### config.mk
export PLATFORM = sky130hd
export DESIGN_NAME = arith_accumulator
export DESIGN_NICKNAME = d
export VERILOG_FILES = /design/src/rtl/arith_accumulator.sv
export SDC_FILE = /design/constraint.sdc
export NUM_CORES = 1
export LEC_CHECK = 0
export CORE_MARGIN = 2
export CORE_UTILIZATION = 23
export CTS_CLUSTER_DIAMETER = 50
export DETAILED_ROUTE_END_ITERATION = 6
export GPL_TIMING_DRIVEN = 0
export PLACE_DENSITY_LB_ADDON = 0.25
export SLEW_MARGIN = 20
export SYNTH_ARGS = -nofsm -noshare
export SYNTH_HDL_FRONTEND = slang
export SYNTH_SLANG_ARGS = --single-unit
### constraint.sdc
create_clock -name clk -period 5.83 [get_ports clk]
set_input_delay 1.166 -clock clk [delete_from_list [all_inputs] [get_ports clk]]
set_output_delay 1.166 -clock clk [all_outputs]
set_load 0.02 [all_outputs]
### src/rtl/arith_accumulator.sv
// rtl/arith_accumulator.sv - per-lane dot-product accumulator feeding a result FIFO
//
// Sums the packed products of arithmetic_unit lane by lane over one group
// (closed by p_last) and queues each group result for writeback.
//
// Optional build macro: ACC_SAT_EN
//   defined   : lane adds saturate, sat_flag[3:0] reports per-lane saturation per result
//   undefined : lane adds wrap modulo 2^ACC_W, no sat_flag port
//
// Ports:
//   clk          rising-edge clock
//   reset        asynchronous active-low reset
//   p            packed product word (mode 0: 2x16b, mode 1: 4x8b)
//   p_valid      p valid this cycle (never back-pressured)
//   p_last       final beat of the current group
//   mode         lane format of p
//   acc_out      FIFO head result, lane k at [k*ACC_W +: ACC_W]; 0 when empty
//   acc_mode     lane format of the head result
//   out_valid    FIFO head valid
//   out_ready    consumer accepts head
//   almost_full  fifo count >= max(OUT_DEPTH-SLACK, 1)
//   ovf_err      sticky: a group result was dropped on a full FIFO
//   mode_err     sticky: mode changed inside a group
//   sat_flag     (ACC_SAT_EN only) per-lane saturation of the head result
//   clr_err      synchronous clear of both sticky errors
module arith_accumulator #(
    parameter int ACC_W     = 24,
    parameter int OUT_DEPTH = 4,
    parameter int SLACK     = 4
) (
    input  logic                 clk,
    input  logic                 reset,
    input  logic [31:0]          p,
    input  logic                 p_valid,
    input  logic                 p_last,
    input  logic                 mode,
    output logic [4*ACC_W-1:0]   acc_out,
    output logic                 acc_mode,
    output logic                 out_valid,
    input  logic                 out_ready,
    output logic                 almost_full,
    output logic                 ovf_err,
    output logic                 mode_err,
`ifdef ACC_SAT_EN
    output logic [3:0]           sat_flag,
`endif
    input  logic                 clr_err
);

    localparam int PW     = $clog2(OUT_DEPTH);
    localparam int CW     = PW + 1;
    localparam int AF_RAW = OUT_DEPTH - SLACK;
    localparam int AF_TH  = (AF_RAW < 1) ? 1 : AF_RAW;
    localparam logic [CW-1:0] DEPTH_C = CW'(OUT_DEPTH);
    localparam logic [CW-1:0] AF_C    = CW'(AF_TH);

`ifdef ACC_SAT_EN
    localparam logic signed [ACC_W-1:0] SAT_MAX = {1'b0, {(ACC_W-1){1'b1}}};
    localparam logic signed [ACC_W-1:0] SAT_MIN = {1'b1, {(ACC_W-1){1'b0}}};
`endif

    typedef enum logic {
        S_IDLE  = 1'b0,
        S_ACCUM = 1'b1
    } state_t;

    // ------------------------------------------------------------------
    // State
    // ------------------------------------------------------------------
    state_t                   state_q, state_d;
    logic                     grp_mode_q, grp_mode_d;
    logic signed [ACC_W-1:0]  acc_q [4];
    logic signed [ACC_W-1:0]  acc_d [4];
    logic                     ovf_err_q, ovf_err_d;
    logic                     mode_err_q, mode_err_d;

    logic [4*ACC_W-1:0]       mem_data_q [OUT_DEPTH];
    logic [4*ACC_W-1:0]       mem_data_d [OUT_DEPTH];
    logic                     mem_mode_q [OUT_DEPTH];
    logic                     mem_mode_d [OUT_DEPTH];
    logic [PW-1:0]            wr_ptr_q, wr_ptr_d;
    logic [PW-1:0]            rd_ptr_q, rd_ptr_d;
    logic [CW-1:0]            count_q, count_d;

`ifdef ACC_SAT_EN
    logic [3:0]               sat_q, sat_d;
    logic [3:0]               mem_sat_q [OUT_DEPTH];
    logic [3:0]               mem_sat_d [OUT_DEPTH];
    logic [ACC_W:0]           wide_v [4];
    logic [3:0]               lane_sat;
    logic [3:0]               grp_sat;
`endif

    // ------------------------------------------------------------------
    // Lane extraction and per-lane add
    // ------------------------------------------------------------------
    logic                     eff_mode;
    logic signed [ACC_W-1:0]  lane_v [4];
    logic signed [ACC_W-1:0]  base_v [4];
    logic signed [ACC_W-1:0]  sum_v  [4];
    logic [4*ACC_W-1:0]       push_data;

    // Inside a group the first beat's mode decides the lane format, even if
    // the incoming mode disagrees (that case only raises mode_err).
    always_comb begin
        eff_mode = (state_q == S_ACCUM) ? grp_mode_q : mode;
        for (int k = 0; k < 4; k++) begin
            lane_v[k] = '0;
        end
        if (eff_mode) begin
            for (int k = 0; k < 4; k++) begin
                lane_v[k] = ACC_W'($signed(p[8*k +: 8]));
            end
        end else begin
            lane_v[0] = ACC_W'($signed(p[15:0]));
            lane_v[1] = ACC_W'($signed(p[31:16]));
        end
    end

    // A beat in IDLE starts a new group, so it adds onto zero rather than
    // whatever the previous group left in acc_q.
    always_comb begin
        for (int k = 0; k < 4; k++) begin
            base_v[k] = (state_q == S_ACCUM) ? acc_q[k] : '0;
        end
`ifdef ACC_SAT_EN
        for (int k = 0; k < 4; k++) begin
            wide_v[k]   = {base_v[k][ACC_W-1], base_v[k]} + {lane_v[k][ACC_W-1], lane_v[k]};
            lane_sat[k] = (wide_v[k][ACC_W] != wide_v[k][ACC_W-1]);
            if (lane_sat[k]) begin
                sum_v[k] = wide_v[k][ACC_W] ? SAT_MIN : SAT_MAX;
            end else begin
                sum_v[k] = wide_v[k][ACC_W-1:0];
            end
        end
        grp_sat = ((state_q == S_ACCUM) ? sat_q : 4'b0000) | lane_sat;
`else
        for (int k = 0; k < 4; k++) begin
            sum_v[k] = base_v[k] + lane_v[k];
        end
`endif
    end

    always_comb begin
        push_data = '0;
        for (int k = 0; k < 4; k++) begin
            push_data[k*ACC_W +: ACC_W] = sum_v[k];
        end
    end

    // ------------------------------------------------------------------
    // Group FSM
    // ------------------------------------------------------------------
    logic push_req;
    logic mode_set;

    always_comb begin
        state_d    = state_q;
        grp_mode_d = grp_mode_q;
        acc_d      = acc_q;
        push_req   = 1'b0;
        mode_set   = 1'b0;
`ifdef ACC_SAT_EN
        sat_d      = sat_q;
`endif
        if (p_valid) begin
            for (int k = 0; k < 4; k++) begin
                acc_d[k] = sum_v[k];
            end
`ifdef ACC_SAT_EN
            sat_d = grp_sat;
`endif
            if (state_q == S_IDLE) begin
                grp_mode_d = mode;
            end else if (mode != grp_mode_q) begin
                mode_set = 1'b1;
            end
            // The pushed value is sum_v, the sum including this final beat.
            if (p_last) begin
                push_req = 1'b1;
                state_d  = S_IDLE;
            end else begin
                state_d  = S_ACCUM;
            end
        end
    end

    // ------------------------------------------------------------------
    // Output FIFO
    // ------------------------------------------------------------------
    logic fifo_full;
    logic pop;
    logic push_ok;
    logic ovf_set;

    // A pop frees the slot the push writes into, so full+push+pop is legal:
    // head is read from mem_*_q before the edge that overwrites it.
    always_comb begin
        fifo_full = (count_q == DEPTH_C);
        pop       = (count_q != '0) && out_ready;
        push_ok   = push_req && (!fifo_full || pop);
        ovf_set   = push_req && fifo_full && !pop;

        wr_ptr_d   = push_ok ? wr_ptr_q + PW'(1) : wr_ptr_q;
        rd_ptr_d   = pop     ? rd_ptr_q + PW'(1) : rd_ptr_q;
        count_d    = count_q;
        case ({push_ok, pop})
            2'b10:   count_d = count_q + CW'(1);
            2'b01:   count_d = count_q - CW'(1);
            default: count_d = count_q;
        endcase

        mem_data_d = mem_data_q;
        mem_mode_d = mem_mode_q;
`ifdef ACC_SAT_EN
        mem_sat_d  = mem_sat_q;
`endif
        if (push_ok) begin
            mem_data_d[wr_ptr_q] = push_data;
            mem_mode_d[wr_ptr_q] = grp_mode_d;
`ifdef ACC_SAT_EN
            mem_sat_d[wr_ptr_q]  = grp_sat;
`endif
        end
    end

    // Clear wins over a same-cycle set.
    always_comb begin
        ovf_err_d  = clr_err ? 1'b0 : (ovf_err_q  | ovf_set);
        mode_err_d = clr_err ? 1'b0 : (mode_err_q | mode_set);
    end

    // ------------------------------------------------------------------
    // Registers
    // ------------------------------------------------------------------
    always_ff @(posedge clk or negedge reset) begin
        if (!reset) begin
            state_q    <= S_IDLE;
            grp_mode_q <= 1'b0;
            ovf_err_q  <= 1'b0;
            mode_err_q <= 1'b0;
            wr_ptr_q   <= '0;
            rd_ptr_q   <= '0;
            count_q    <= '0;
            for (int k = 0; k < 4; k++) begin
                acc_q[k] <= '0;
            end
            for (int i = 0; i < OUT_DEPTH; i++) begin
                mem_data_q[i] <= '0;
                mem_mode_q[i] <= 1'b0;
            end
`ifdef ACC_SAT_EN
            sat_q <= 4'b0000;
            for (int i = 0; i < OUT_DEPTH; i++) begin
                mem_sat_q[i] <= 4'b0000;
            end
`endif
        end else begin
            state_q    <= state_d;
            grp_mode_q <= grp_mode_d;
            ovf_err_q  <= ovf_err_d;
            mode_err_q <= mode_err_d;
            wr_ptr_q   <= wr_ptr_d;
            rd_ptr_q   <= rd_ptr_d;
            count_q    <= count_d;
            acc_q      <= acc_d;
            mem_data_q <= mem_data_d;
            mem_mode_q <= mem_mode_d;
`ifdef ACC_SAT_EN
            sat_q      <= sat_d;
            mem_sat_q  <= mem_sat_d;
`endif
        end
    end

    // ------------------------------------------------------------------
    // Outputs (head data forced to 0 while the FIFO is empty)
    // ------------------------------------------------------------------
    always_comb begin
        out_valid   = (count_q != '0);
        acc_out     = out_valid ? mem_data_q[rd_ptr_q] : '0;
        acc_mode    = out_valid ? mem_mode_q[rd_ptr_q] : 1'b0;
        almost_full = (count_q >= AF_C);
        ovf_err     = ovf_err_q;
        mode_err    = mode_err_q;
`ifdef ACC_SAT_EN
        sat_flag    = out_valid ? mem_sat_q[rd_ptr_q] : 4'b0000;
`endif
    end

endmodule

==> results.py, run 1 <==
metrics = {
    "synth": {
        "synth_xor_area_frac": 0.0275,
        "yosys-top-cells-count": "nand2_1, dfrtp_1, and2_1, o21ai_0, mux2_2",
        "yosysMostFrequentCell": "nand2_1",
        "synth_compound_area_frac": 0.117,
        "ys_warn_count": 0,
        "synth_mux_area_frac": 0.152,
        "synth_area_um2": 27400,
        "synth_top_family_by_area": "simple AND/OR/NAND/NOR gates",
        "synth_edf_count": 0,
        "synth_cells": 2733,
        "yosysTopAreaCell": "dfrtp_1",
        "yosys.area_share.simple": 0.177,
        "synth.avg_cell_area_um2": 10.0,
        "syn-num-nets": 2865,
        "yosysUniqueCellTypes": 91,
        "ys_seq_area_frac": 0.453,
        "synthAdderAreaFrac": 0.0452,
        "synthTopCellsByArea": "dfrtp_1, nand2_1, mux4_2",
        "synth_top_cell_area_share": 0.453,
        "synth_ff_type": "dfrtp_1",
        "synth_seq_cells": 495,
        "async_flop_share": 1.00,
    },
    "clock_tree": {
        "postCtsSetupBuffers": 0,
        "cts-buffers-inserted": 72,
        "cts_tree": "built",
        "cts-root-buf": "clkbuf_16",
        "clk_path_buf_depth": 3,
        "clock_latency_ns": 0.64,
        "path_clk_slew_ns": 0.05,
        "clkSinkCount": 495,
        "ctsHtreeMaxLevel": 3,
        "hold_buffers": 0,
    },
    "floorplan": {
        "die_h_um": 349,
        "die_area_um2": 122000,
        "die_w_um": 349,
        "io_pins": 140,
        "rows": 126,
        "start_util": 0.232,
        "core_um2": 118000,
    },
    "finish": {
        "regArea_um2": 12400,
        "utilization": 0.283,
        "nNetsFinal": 3084,
        "syn2layout_area_growth_pct": 22.2,
        "drive_gt1_frac": 0.148,
        "fillers": 12400,
        "multiInputGateArea_um2": 14200,
    },
    "power_and_ir_drop": {
        "p_leak_uw": 0.0148,
        "p_total_uw": 20500,
        "ir_drop_uv": 268,
        "power.density_nw_per_um2": 613,
    },
    "global_route": {
        "grt_antenna_before_repair": 5,
        "grt_max_degree": 90,
        "grt_pass1_wl_um": 145000,
        "grt.overflow.total": 0,
        "grt_pass1_vias": 21500,
        "grt.total_usage": 0.160,
    },
    "critical_path": {
        "critical_path_class": "register to register",
        "crit_fanout": 19,
        "cp-end-kind": "register",
        "cp_data_required_time_ns": 6.39,
        "startpoint": "state_q",
        "arrival_ns": 6.18,
        "startpoint_type": "register",
        "rr_startpoint": "state_q",
    },
    "timing": {
        "fin_crit_ns": 5.61,
        "fmax_mhz": 178,
        "fin_setup_tns_ns": 0,
        "hold_viol": 0,
        "whs_ns": 0.433,
        "worstMarginPinSlew_ns": 1.20,
        "post-route-period-util": 0.962,
        "slew_headroom": 0.198,
        "skew_ns": 0.0495,
        "rsz0062_at_grt": "false",
        "finalSetupViolCount": 0,
        "report.final.slew_viol_count": 0,
    },
    "placement": {
        "dpl.hpwl_um": 72200,
        "port_buffers": 137,
        "gp_congestion": 0.846,
    },
    "routing": {
        "ant_nets": 0,
        "drt_iter0_drc": 1770,
        "drt-wirelength-per-cell_um": 21.5,
        "via_count": 21500,
        "drt_wl_total_um": 97900,
        "viasPerCell": 4.73,
        "drtPass1Iterations": 5,
        "drc": 0,
    },
    "min_path": {
        "hp-class": "input port to async pin",
    },
    "run_status": {
        "status": "complete, no violations",
    },
    "job": {
        "cap_viol_max_count": 0,
    },
}
-- timing repair --
item                                    in CTS  in global routing
endpoints found under the setup margin     299                 32
endpoints found under the hold margin        0                  0
resized for setup                            2                  7
-- registers in the layout (all words and copies together), names as in the netlist, 2 cells and up --
name / cells
count_q: 3
acc_q: 96
rd_ptr_q: 2
mem_data_q: 384
mem_mode_q: 4
wr_ptr_q: 2
-- per-stage QoR --
step / cells / setup WS [ns] / cell area, um^2
2_1_floorplan: 2733 / 1.16 / 27400
3_3_place_gp: 4406 / -20.44 / 30600
3_5_place_dp: 4415 / -0.860 / 30900
4_1_cts: 4543 / 0.142 / 33400
5_1_grt: 4543 / 0.00670 / 33400
6_report: 4546 / 0.219 / 33400
-- metal layers --
layer / routed length, um / GRT usage / part of all wire / vias to the layer above
li1: - / - / - / 9996
met1: 46200 / 0.228 / 0.47 / 10800
met2: 43500 / 0.248 / 0.44 / 568
met3: 5210 / 0.0232 / 0.053 / 130
met4: 3040 / 0.0555 / 0.031 / 2
met5: 13 / 0 / 0.00013 / -
-- final cells by class --
type | instances | share of cell area
Tap cell | 1536 | 0.0575
Sequential cell | 495 | 0.371
Timing Repair Buffer | 146 | 0.0486
Clock inverter | 42 | 0.0167
Inverter | 35 | 0.00393
Buffer | 168 | 0.0204
Antenna cell | 3 | 0.000225
Multi-Input combinational cell | 2034 | 0.424
Clock buffer | 87 | 0.0580
-- critical path: stages (launching register included) --
cell and delay [ns]:
dfrtp_1 0.40, buf_6 0.17, buf_2 0.39, clkbuf_2 0.43, buf_2 0.38, clkbuf_2 0.42, clkbuf_1 0.49, and2_1 0.22
ha_1 0.20, fa_1 0.29, a21o_1 0.15, a21oi_1 0.12, o21a_1 0.20, o21ai_1 0.37, a22o_1 0.25, a311oi_1 0.12
xnor2_1 0.65, mux2_2 0.30
-- placed cells by master (no fill, tap or decap), types with 21 or more instances in the layout --
master,count
ha_1,89
clkbuf_1,133
nor3_1,21
inv_1,33
dfrtp_1,495
and2_1,202
mux4_2,97
xor2_1,27
nand3_1,24
o21ai_0,184
a21oi_1,85
clkbuf_16,74
mux2_2,161
o21ai_1,38
clkdlybuf4s50_1,136
nor2_1,73
nand2_1,667
xnor2_1,59
a21o_1,39
-- cells by family after synthesis --
family          count (synthesis)
compound gates                508
simple gates                 1070
fa+ha+maj                      97
flops                         495
mux                           273
xor+xnor                       86
buf+inv                       204
-- worst paths after layout --
check                                   to  slack (ns)  depth (start not counted)
setup / recovery                 acc_q[68]        0.22                         17
hold / removal             mem_data_q[179]        0.43                          1
setup reg to reg                 acc_q[68]        0.22                         17
hold reg to reg             mem_data_q[78]        0.47                          2
max in group asynchronous  mem_data_q[320]        3.92                          4
min in group clk            mem_data_q[78]        0.47                          2
-- power breakdown --
part	internal (uW)	switching, uW
Clock	2780	1810
Sequential	5030	803
Combinational	4410	5640
No activity file was read; power rests on OpenSTA's default activity.
==> run 2, diff against run 1 <==
CTS_BUF_LIST = sky130_fd_sc_hd__clkbuf_16   (was not set)
==> run 2 against run 1 <==
Effect of this change: sequential power about the same; clock power fell by 2%; via count about the same; register-to-register slack got worse by 0.03 ns; global-route usage hardly changed; first-iteration DRC count is 0.68% lower; core utilization hardly changed; total power down 0.37%.
==> results.py, run 2 (synthesis results as in run 1) <==
metrics = {
    "placement": {
        "dpl.hpwl_um": 72200,
        "port_buffers": 137,
        "pre_cts_slack_ns": -0.860,
        "gp_congestion": 0.846,
        "place_area_um2": 30900,
    },
    "global_route": {
        "grt.total_usage": 0.160,
        "grt_pass1_vias": 21500,
        "grt_pass1_wl_um": 145000,
        "grt_max_degree": 90,
        "grt_antenna_before_repair": 5,
        "grt.overflow.total": 0,
    },
    "finish": {
        "reg_top3": "mem_data_q (384), acc_q (96), mem_mode_q (4)",
        "final_area_um2": 33400,
        "fillers": 12400,
        "final_cell_mix": "nand2_1, dfrtp_1, and2_1",
        "largest_reg_flops": 384,
        "final_common_cell": "nand2_1",
        "drive_gt1_frac": 0.146,
        "regArea_um2": 12400,
        "syn2layout_area_growth_pct": 22.1,
        "nNetsFinal": 3084,
        "multiInputGateArea_um2": 14200,
        "largest_register": "mem_data_q",
    },
    "clock_tree": {
        "ctsHtreeMaxLevel": 3,
        "hold_buffers": 0,
        "cts-buffers-inserted": 72,
        "cts_tree": "built",
        "postCtsSetupBuffers": 0,
        "clock_latency_ns": 0.64,
        "path_clk_slew_ns": 0.05,
        "clk_path_buf_depth": 3,
        "cts-root-buf": "clkbuf_16",
        "clkSinkCount": 495,
    },
    "timing": {
        "finalSetupViolCount": 0,
        "rsz0062_at_grt": "false",
        "skew_ns": 0.0498,
        "report.final.slew_viol_count": 0,
        "worstMarginPinSlew_ns": 1.20,
        "slew_headroom": 0.203,
        "whs_ns": 0.433,
        "fmax_mhz": 177,
        "post-route-period-util": 0.968,
        "fin_setup_tns_ns": 0,
        "hold_viol": 0,
        "fin_crit_ns": 5.64,
        "setup_ws_ns": 0.188,
    },
    "power_and_ir_drop": {
        "p_leak_uw": 0.0148,
        "ir_drop_uv": 267,
        "power.density_nw_per_um2": 611,
    },
    "floorplan": {
        "die_h_um": 349,
        "rows": 126,
        "core_um2": 118000,
        "die_area_um2": 122000,
        "io_pins": 140,
        "die_w_um": 349,
        "start_util": 0.232,
    },
    "critical_path": {
        "timing.rr.end": "acc_q[68]",
        "rr_startpoint": "state_q",
        "cp-end-kind": "register",
        "crit_chain": "buf_6 > buf_2 > clkbuf_2 > buf_2 > clkbuf_2 > clkbuf_1 > and2_1 > ha_1 > fa_1 > a21o_1 > a21oi_1 > o21a_1 > o21ai_1 > a22o_1 > a311oi_1 > xnor2_1 > mux2_2",
        "cp_slowest_cell": "xnor2_1",
        "reg2reg_slack_ns": 0.19,
        "startpoint_type": "register",
        "r2r.worst_path.cells": 17,
        "critical_path_class": "register to register",
        "crit_fanout": 19,
        "slowest_delay_ns": 0.66,
        "cp_data_required_time_ns": 6.39,
        "arrival_ns": 6.21,
    },
    "routing": {
        "drt_wl_total_um": 98000,
        "drt_iter0_drc": 1758,
        "drc": 0,
        "drtPass1Iterations": 6,
        "drt-wirelength-per-cell_um": 21.6,
        "ant_nets": 0,
        "via_count": 21500,
        "viasPerCell": 4.74,
    },
    "min_path": {
        "hp-class": "input port to async pin",
    },
    "job": {
        "cap_viol_max_count": 0,
    },
    "run_status": {
        "status": "complete, no violations",
    },
}
==> run 2: power by group <==
part           switching [uW]  leakage [uW]  internal (uW)
Combinational            5640       0.00743           4410
Sequential                803       0.00615           5030
Clock                    1810       0.00123           2710
Total                    8250        0.0148          12200
==> run 2: final cells by class <==
| type | count | share of cell area |
|---|---|---|
| Multi-Input combinational cell | 2034 | 0.425 |
| Buffer | 168 | 0.0204 |
| Tap cell | 1536 | 0.0576 |
| Clock buffer | 74 | 0.0555 |
| Antenna cell | 3 | 0.000225 |
| Clock inverter | 55 | 0.0182 |
| Sequential cell | 495 | 0.371 |
| Timing Repair Buffer | 146 | 0.0486 |
| Inverter | 35 | 0.00393 |
==> run 2: through the flow <==
stage,instances,util,power [uW]
4_1_cts,4543,0.283,20700
2_1_floorplan,2733,-,12100
3_3_place_gp,4406,0.260,16000
5_1_grt,4543,0.283,21800
6_report,4546,0.283,20400
3_5_place_dp,4415,0.262,16100
==> run 2: routing by layer <==
metal	up-vias	global-route usage	wire length, um
li1	9983	-	-
met1	10900	0.228	46400
met2	544	0.248	43700
met3	132	0.0232	4950
met4	2	0.0555	3000
met5	-	0	13
==> run 2: repair_timing <==
item,4_1_cts,5_1_grt
resized for setup,2,7
pin swaps,0,0
endpoints found under the hold margin,0,0
endpoints found under the setup margin,299,32
==> run 2: how the worst max path moves through the flow <==
stage | cells after the start | endpoint | start
final | 17 | acc_q[68] | state_q
after global routing | 16 | acc_q[71] | state_q
after CTS | 16 | acc_q[71] | state_q
after detailed placement | 17 | mem_data_q[47] | state_q
after global placement | 1 | mem_data_q[235] | reset
after floorplan | 14 | acc_q[70] | mode
==> run 2: worst max-delay path: cells and delay by family (launching register included) <==
kind	cells	cell delay (ns)
AND/OR/NAND/NOR	1	0.22
XOR/XNOR	1	0.66
multiplexers	1	0.30
adder cells (fa/ha/maj)	2	0.49
buffers and inverters	6	2.27
flip-flops	1	0.40
AO/OA/AOI/OAI	6	1.23
